### src/rtl/mac_ifm_sequencer.sv
// Feeds buffered 4-bit operand pairs to the MAC in fixed-length bursts and
// returns the MAC's 10-bit sum to the host over a valid/ready port.
module mac_ifm_sequencer #(
   parameter int PAIRS     = 4,
   parameter int BUF_DEPTH = 16,
   parameter int TIMEOUT   = 64
) (
   input  logic                         clk_i,
   input  logic                         rst_i,
   input  logic                         wr_en_i,
   input  logic [3:0]                   wr_a_i,
   input  logic [3:0]                   wr_b_i,
   output logic                         buf_full_o,
   output logic [$clog2(BUF_DEPTH):0]   buf_count_o,
   output logic                         in_valid_o,
   output logic [3:0]                   in1_IFM_o,
   output logic [3:0]                   in2_IFM_o,
   input  logic                         out_valid_i,
   input  logic [9:0]                   out_i,
   output logic                         res_valid_o,
   output logic [9:0]                   res_data_o,
   input  logic                         res_ready_i,
   output logic                         err_timeout_o,
   output logic                         err_unexp_o,
   output logic [7:0]                   jobs_done_o
);

   localparam int PTR_W  = $clog2(BUF_DEPTH);
   localparam int CNT_W  = PTR_W + 1;
   localparam int BEAT_W = (PAIRS > 1) ? $clog2(PAIRS) : 1;
   localparam int WAIT_W = $clog2(TIMEOUT + 1);

   typedef enum logic [1:0] {
      S_IDLE,
      S_ISSUE,
      S_WAIT,
      S_HOLD
   } state_e;

   state_e              state_q, state_d;
   logic [BEAT_W-1:0]   beat_q, beat_d;
   logic [WAIT_W-1:0]   wait_q, wait_d;
   logic [CNT_W-1:0]    count_q, count_d;
   logic [PTR_W-1:0]    wr_ptr_q, wr_ptr_d;
   logic [PTR_W-1:0]    rd_ptr_q, rd_ptr_d;
   logic [7:0]          mem_q [BUF_DEPTH];
   logic                in_valid_q, in_valid_d;
   logic [3:0]          in1_q, in1_d;
   logic [3:0]          in2_q, in2_d;
   logic [9:0]          res_data_q, res_data_d;
   logic                err_timeout_q, err_timeout_d;
   logic                err_unexp_q, err_unexp_d;
   logic [7:0]          jobs_q, jobs_d;

   logic                buf_full;
   logic                pop;
   logic                push;
   logic [7:0]          rd_data;

   assign buf_full = (count_q == CNT_W'(BUF_DEPTH));
   assign rd_data  = mem_q[rd_ptr_q];

   always_comb begin
      // NOTE: every variable gets a default before the case so no path infers a latch.
      state_d       = state_q;
      beat_d        = beat_q;
      wait_d        = wait_q;
      res_data_d    = res_data_q;
      err_timeout_d = err_timeout_q;
      err_unexp_d   = err_unexp_q | (out_valid_i && (state_q != S_WAIT));
      jobs_d        = jobs_q;
      pop           = 1'b0;

      case (state_q)
         S_IDLE: begin
            if (count_q >= CNT_W'(PAIRS)) begin
               state_d = S_ISSUE;
               beat_d  = '0;
               pop     = 1'b1;
            end
         end
         S_ISSUE: begin
            // beat_q names the beat currently on the MAC inputs
            if (beat_q == BEAT_W'(PAIRS - 1)) begin
               state_d = S_WAIT;
               wait_d  = '0;
            end else begin
               beat_d = beat_q + 1'b1;
               pop    = 1'b1;
            end
         end
         S_WAIT: begin
            if (out_valid_i) begin
               res_data_d = out_i;
               state_d    = S_HOLD;
            end else if (wait_q == WAIT_W'(TIMEOUT)) begin
               err_timeout_d = 1'b1;
               state_d       = S_IDLE;
            end else begin
               wait_d = wait_q + 1'b1;
            end
         end
         S_HOLD: begin
            if (res_ready_i) begin
               jobs_d  = jobs_q + 8'd1;
               state_d = S_IDLE;
            end
         end
         default: state_d = S_IDLE;
      endcase

      // A pop frees a slot in the same cycle, so a full buffer still accepts.
      push = wr_en_i && (!buf_full || pop);

      case ({push, pop})
         2'b10:   count_d = count_q + 1'b1;
         2'b01:   count_d = count_q - 1'b1;
         default: count_d = count_q;
      endcase
      wr_ptr_d = push ? wr_ptr_q + 1'b1 : wr_ptr_q;
      rd_ptr_d = pop  ? rd_ptr_q + 1'b1 : rd_ptr_q;

      in_valid_d = pop;
      in1_d      = pop ? rd_data[7:4] : 4'd0;
      in2_d      = pop ? rd_data[3:0] : 4'd0;
   end

   // NOTE: buffer storage is not reset; emptying it only needs the pointers and count cleared.
   always_ff @(posedge clk_i) begin
      if (push) begin
         mem_q[wr_ptr_q] <= {wr_a_i, wr_b_i};
      end
   end

   // NOTE: state registers use non-blocking assignments so every flop samples pre-edge values.
   always_ff @(posedge clk_i) begin
      if (rst_i) begin
         state_q       <= S_IDLE;
         beat_q        <= '0;
         wait_q        <= '0;
         count_q       <= '0;
         wr_ptr_q      <= '0;
         rd_ptr_q      <= '0;
         in_valid_q    <= 1'b0;
         in1_q         <= 4'd0;
         in2_q         <= 4'd0;
         res_data_q    <= 10'd0;
         err_timeout_q <= 1'b0;
         err_unexp_q   <= 1'b0;
         jobs_q        <= 8'd0;
      end else begin
         state_q       <= state_d;
         beat_q        <= beat_d;
         wait_q        <= wait_d;
         count_q       <= count_d;
         wr_ptr_q      <= wr_ptr_d;
         rd_ptr_q      <= rd_ptr_d;
         in_valid_q    <= in_valid_d;
         in1_q         <= in1_d;
         in2_q         <= in2_d;
         res_data_q    <= res_data_d;
         err_timeout_q <= err_timeout_d;
         err_unexp_q   <= err_unexp_d;
         jobs_q        <= jobs_d;
      end
   end

   assign buf_full_o    = buf_full;
   assign buf_count_o   = count_q;
   assign in_valid_o    = in_valid_q;
   assign in1_IFM_o     = in1_q;
   assign in2_IFM_o     = in2_q;
   assign res_valid_o   = (state_q == S_HOLD);
   assign res_data_o    = res_data_q;
   assign err_timeout_o = err_timeout_q;
   assign err_unexp_o   = err_unexp_q;
   assign jobs_done_o   = jobs_q;

endmodule

### config.mk
export PLATFORM = sky130hd
export DESIGN_NAME = mac_ifm_sequencer
export DESIGN_NICKNAME = d
export VERILOG_FILES = /design/src/rtl/mac_ifm_sequencer.sv
export SDC_FILE = /design/constraint.sdc
export NUM_CORES = 1
export LEC_CHECK = 0
export ABC_AREA = 0
export CORE_UTILIZATION = 44
export CTS_CLUSTER_SIZE = 10
export DETAILED_ROUTE_END_ITERATION = 12
export MAX_ROUTING_LAYER = met4
export PLACE_DENSITY = 0.73
export SKIP_CTS_REPAIR_TIMING = 1
export SLEW_MARGIN = 10
export SYNTH_ARGS = -nofsm -noshare
export SYNTH_HDL_FRONTEND = slang
export SYNTH_SLANG_ARGS = --single-unit
### constraint.sdc
create_clock -name clk_i -period 6.2 [get_ports clk_i]
set_clock_uncertainty 0.15 [all_clocks]
set_input_delay 1.55 -clock clk_i [delete_from_list [all_inputs] [get_ports clk_i]]
set_output_delay 1.55 -clock clk_i [all_outputs]
set_load 0.01 [all_outputs]
---- Word level (Yosys, flattened, before mapping) ----
Memories as Yosys holds them, arrays and structs flattened. A register that Yosys moved wholly into a read port is not among the register bits.
Cells that the tools add are included.
operators by class
  multiplexer cells ....................... 19
  add/sub/neg operators ................... 7
  bitwise gates (word level) .............. 3
  order comparisons ....................... 1
  equality and inequality tests ........... 16
  reductions and logical operators ........ 15
operators by type and width
  operator               number
  $mux W7                3
  $mux W2                7
  $pmux W7 S2            1
  $ne A2 B2 Y1 const B   6
  $pmux W5 S2            1
  $add A4 B1 Y4 const B  2
  $add A8 B1 Y8 const B  1
  $eq A2 B2 Y1 const B   4
  $pmux W2 S4            1
  $reduce_and A4 Y1      2
  $add A7 B1 Y7 const B  1
  $eq A7 B7 Y1 const B   1
  $reduce_and A3 Y1      2
  $reduce_bool A2 Y1     3
  $add A5 B1 Y5 const B  1
  $eq A5 B5 Y1 const B   1
  $ge A5 B3 Y1 const B   1
  $sub A5 B1 Y5 const B  1
  $eq A2 B1 Y1 const B   2
  $mux W1                4
  $pmux W2 S2            1
  $reduce_and A2 Y1      2
  $ne A3 B3 Y1 const B   1
  $add A2 B1 Y2 const B  1
  9 further kinds        11
word-level totals
  bits of input ports ..................... 23
  memories ................................ 1
  bits in registers ....................... 45
  RAM bits ................................ 128
  output and inout bits ................... 36
memories
  name   depth  bits a word  rd ports  clocked after Yosys merged registers in  wr ports  line  RTL
  mem_q  16     8            1         1                                        1         46    logic [7:0] mem_q [BUF_DEPTH];

---- Depth between registers and ports, before layout ----
  depth after elaboration ................. 7
  gate-level depth with buffers ........... 10

---- Worst setup path after synthesis ----
OpenSTA, ideal clock, no wires.
  path kind ............................... input-to-reg
  start point ............................. in wr_en_i
  end point ............................... mem mem_q[3][0] (enable)
  stages on the path ...................... 4
  arrival ................................. 2688 ps
  setup slack ............................. 2978 ps
  buffers on the path ..................... 0
  cell sequence ........................... inv_1 > a31oi_2 > nand2_1 > nor3_1
on the way
  cells in the longest elaborated chain, start to end .. 3
ends and longest elaborated chain
  what                           line  RTL
  start: declaration             10    input logic wr_en_i,
  $logic_and A1 B1 Y1            113   push = wr_en_i && (!buf_full || pop);
  $mux W1                        130   if (push) begin
  $mux W1 (not written as such)  131   mem_q[wr_ptr_q] <= {wr_a_i, wr_b_i};
  end: declaration               46
Every way passes these cells.

---- Final worst setup path ----
  start point ............................. reg count_q[0], in the netlist buf_count_o[0]
  end point ............................... out buf_full_o
on the way
  cells in the longest elaborated chain, start to end .. 1
ends and longest elaborated chain
  what                      line  RTL
  start: declaration        43    logic [CNT_W-1:0] count_q, count_d;
  start signal: assignment  155   count_q <= count_d;
  $eq A5 B5 Y1              60    assign buf_full = (count_q == CNT_W'(BUF_DEPTH));
  end: declaration          13    output logic buf_full_o,
Every way passes these cells.

==> qor.txt <==
HP Start -> res_data_o[0]$_SDFFE_PP0P_
Hold Crit Class -> flop to flop
Mapped Nets -> 517
Synth top area share -> 0.530
clock latency at the later pin of the worst-skew pair -> 0.42 ns
Worst-path clk slew -> 0.06 ns
cell chain of the critical path -> or4b_1 -> nor2_1 -> clkdlybuf4s50_1
Mapped Area -> 7250 um2
crit path launch type -> flop
maximum fanout along the worst path -> 6
Hold Path End -> res_data_o[0]$_SDFFE_PP0P_
FF-to-FF Start -> beat_q[0]$_SDFFE_PP0P_
Worst-Margin Slew -> 1.04 ns
Ant. Diodes -> 0
layout overhead on the synthesized area -> 18.9%
Setup CP Type -> flop to primary output
Yosys cell types -> 44
Slew Viols, Final -> 0
vias per cell -> 5.38
Lkg Pwr -> 0.00281 uW
register area share after synthesis -> 0.676
Synth Instances -> 481
delay-heaviest family, CP -> simple AND/OR/NAND/NOR gates
period utilisation layout -> 0.604
Final setup violation count -> 0
placed cell areas -> 8040 um2
main combinational cell family by area after synthesis -> multiplexers
io pins -> 59
most common cell in the netlist -> edfxtp_1
ys flop type -> edfxtp_1
Post-Synth Adder-Cell Area -> 0.0235
Avg WL per Cell -> 18.5 um
Power Dens Cells -> 374 nW/um2
minimum clock period -> 3.74 ns
crit-path max cell delay -> 0.59 ns
Synth Area in Simple Gates -> 0.0827
Total Wirelength -> 14,200 um
Max-cap violations -> 0
CTS tree -> done
hold path cells -> 2
Final HPWL DP -> 9340 um
EDFF count, synth -> 128
htree depth -> 4
post-synth top area cell -> edfxtp_1
asr flop ratio synth -> 0
Setup crit end kind -> primary output
count of TritonRoute iterations in the first routing pass -> 4
layout cells sized above 1 -> 0.139
first-pass GRT wire length -> 22,800 um
via count -> 4,129
Die W -> 130 um
Max rail drop VDD -> 0.000215 V
reg2reg path depth -> 5
WP buf/inv -> 1
vias in the first global route -> 4,209
# rows -> 46
post-synthesis compound-gate area fraction -> 0.0440
fin area -> 8620 um2
IO Port Bufs -> 58
#FFs+latches synth -> 181
Num CTS Buffers -> 17
CP required -> 4.50 ns
Die ar. -> 17,000 um2
CP max-delay cell -> or4b_1
Commonest cells post-synth -> edfxtp_1, dfxtp_1, nor2_1, nand2_1, mux4_2
die height -> 130 um
initial antenna violation count -> 0
Total Nets Final -> 575
XOR/XNOR Fraction of Synth Area -> 0.0217
Bufs on Longest Clock Path -> 2
clock root buffer -> clkbuf_16
Post-Syn Area per Cell -> 15.1 um2
core area -> 16,000 um2
Sink Count -> 181
Starting DRT DRC Count -> 319
aggregate negative setup slack -> 0 ns
Routed Antenna Nets -> 0
R2R Setup Slk -> 3.35 ns
DRC -> 0
status -> finished, final reports clean
Initial Utilization -> 0.453
largest net degree at the start of global routing -> 44
Max transition margin -> 0.304
FMAX -> 0.267 GHz
final hold violation count -> 0
GP Congestion -> 0.840
RSZ-0062 raised after global routing -> false
synth warn -> 0
Tot GR Track Use -> 0.189
post-synthesis mux area share -> 0.130
Worst R2R End -> mem_q[0][4]$_DFFE_PP_
CP arrival -> 2.04 ns
Synth area leaders -> edfxtp_1, dfxtp_1, mux4_2
total gr overflow -> 0
==> sequential cells by signal (all words and copies together), names as in the netlist, 2 cells and up <==
name,flops
beat_q,2
buf_count_o,5
in1_IFM_o,4
in2_IFM_o,4
jobs_done_o,8
mem_q,128
rd_ptr_q,4
res_data_o,10
state_q,2
wait_q,7
wr_ptr_q,4
==> metal layers <==
layer / vias up / GRT usage / share of wire
met5: - / - / 0
met4: 0 / 0.0703 / 0.013
met3: 18 / 0.0415 / 0.065
met2: 119 / 0.295 / 0.50
met1: 2071 / 0.244 / 0.42
li1: 1921 / - / -
==> metrics by stage <==
step | setup slack (ns) | total power [uW] | utilization | hold slack, ns | instances
after global routing | 2.30 | 3380 | 0.539 | 0.327 | 768
after CTS | 2.41 | 3250 | 0.539 | 0.312 | 768
final | 2.46 | 3230 | 0.539 | 0.308 | 768
after detailed placement | 1.96 | 2210 | 0.502 | 0.303 | 736
after floorplan | 2.98 | 1960 | - | 0.286 | 481
after global placement | 2.17 | 2180 | 0.502 | 0.294 | 736
==> cell usage in the layout, fill, tap and decap left out, types with 2 or more instances in the layout <==
| master | netlist | final |
|---|---|---|
| clkinvlp_4 | 0 | 2 |
| a21oi_1 | 24 | 24 |
| clkbuf_8 | 0 | 2 |
| o22ai_1 | 8 | 8 |
| nand2b_1 | 8 | 8 |
| o32ai_1 | 2 | 2 |
| clkbuf_16 | 0 | 17 |
| xor2_1 | 9 | 9 |
| edfxtp_1 | 128 | 128 |
| clkdlybuf4s50_1 | 0 | 58 |
| xnor2_1 | 9 | 9 |
| and3_1 | 2 | 2 |
| bufinv_16 | 0 | 2 |
| a21o_1 | 3 | 3 |
| mux2_1 | 2 | 2 |
| nor4_1 | 2 | 2 |
| ha_1 | 12 | 12 |
| nand3_1 | 9 | 9 |
| dfxtp_1 | 53 | 52 |
| clkinv_2 | 0 | 4 |
| a31oi_1 | 2 | 2 |
| nand2_1 | 37 | 37 |
| nand4_1 | 7 | 7 |
| inv_1 | 15 | 15 |
| nor2_1 | 52 | 52 |
| mux4_2 | 33 | 33 |
| nor3_1 | 5 | 4 |
| inv_4 | 0 | 2 |
| mux2i_1 | 18 | 18 |
| buf_4 | 1 | 4 |
==> cell families (layout without fill, tap and decap cells) <==
kind of cell	after synthesis	after routing
mux	53	53
flops	181	181
xor+xnor	18	18
simple gates	132	132
fa+ha+maj	13	13
buf+inv	38	109
compound gates	46	46
==> worst max path at each step <==
stage	from	to	slack (ns)	cells after the start
global placement	wr_en_i	mem_q[2][2]$_DFFE_PP_	2.17	5
finish	buf_count_o[0]$_SDFFE_PP0P_	buf_full_o	2.46	3
global route	wr_en_i	mem_q[3][4]$_DFFE_PP_	2.30	5
floorplan	wr_en_i	mem_q[3][0]$_DFFE_PP_	2.98	4
CTS	wr_en_i	mem_q[2][4]$_DFFE_PP_	2.41	5
detailed placement	wr_en_i	mem_q[2][3]$_DFFE_PP_	1.96	5
==> worst min-delay path, delay by kind of cell (launching register included) <==
kind / cells / cell delay, ns
AND/OR/NAND/NOR: 1 / 0.05
AO/OA/AOI/OAI: 1 / 0.05
flip-flops: 1 / 0.31
==> cell type report <==
type | instances | area [um2]
fill | 1305 | 7380
sequential | 181 | 4910
multi-input combinational | 262 | 2200
timing repair buffer | 62 | 611
clock buffer | 19 | 453
tap | 216 | 270
clock inverter | 13 | 129
inverter | 15 | 56.3
==> where the power goes <==
part	leakage (uW)	internal, uW	switching (uW)
logic	0.000931	366	368
clock network	0.000287	612	437
registers	0.00159	1370	77.8
No activity file was read; power rests on OpenSTA's default activity.
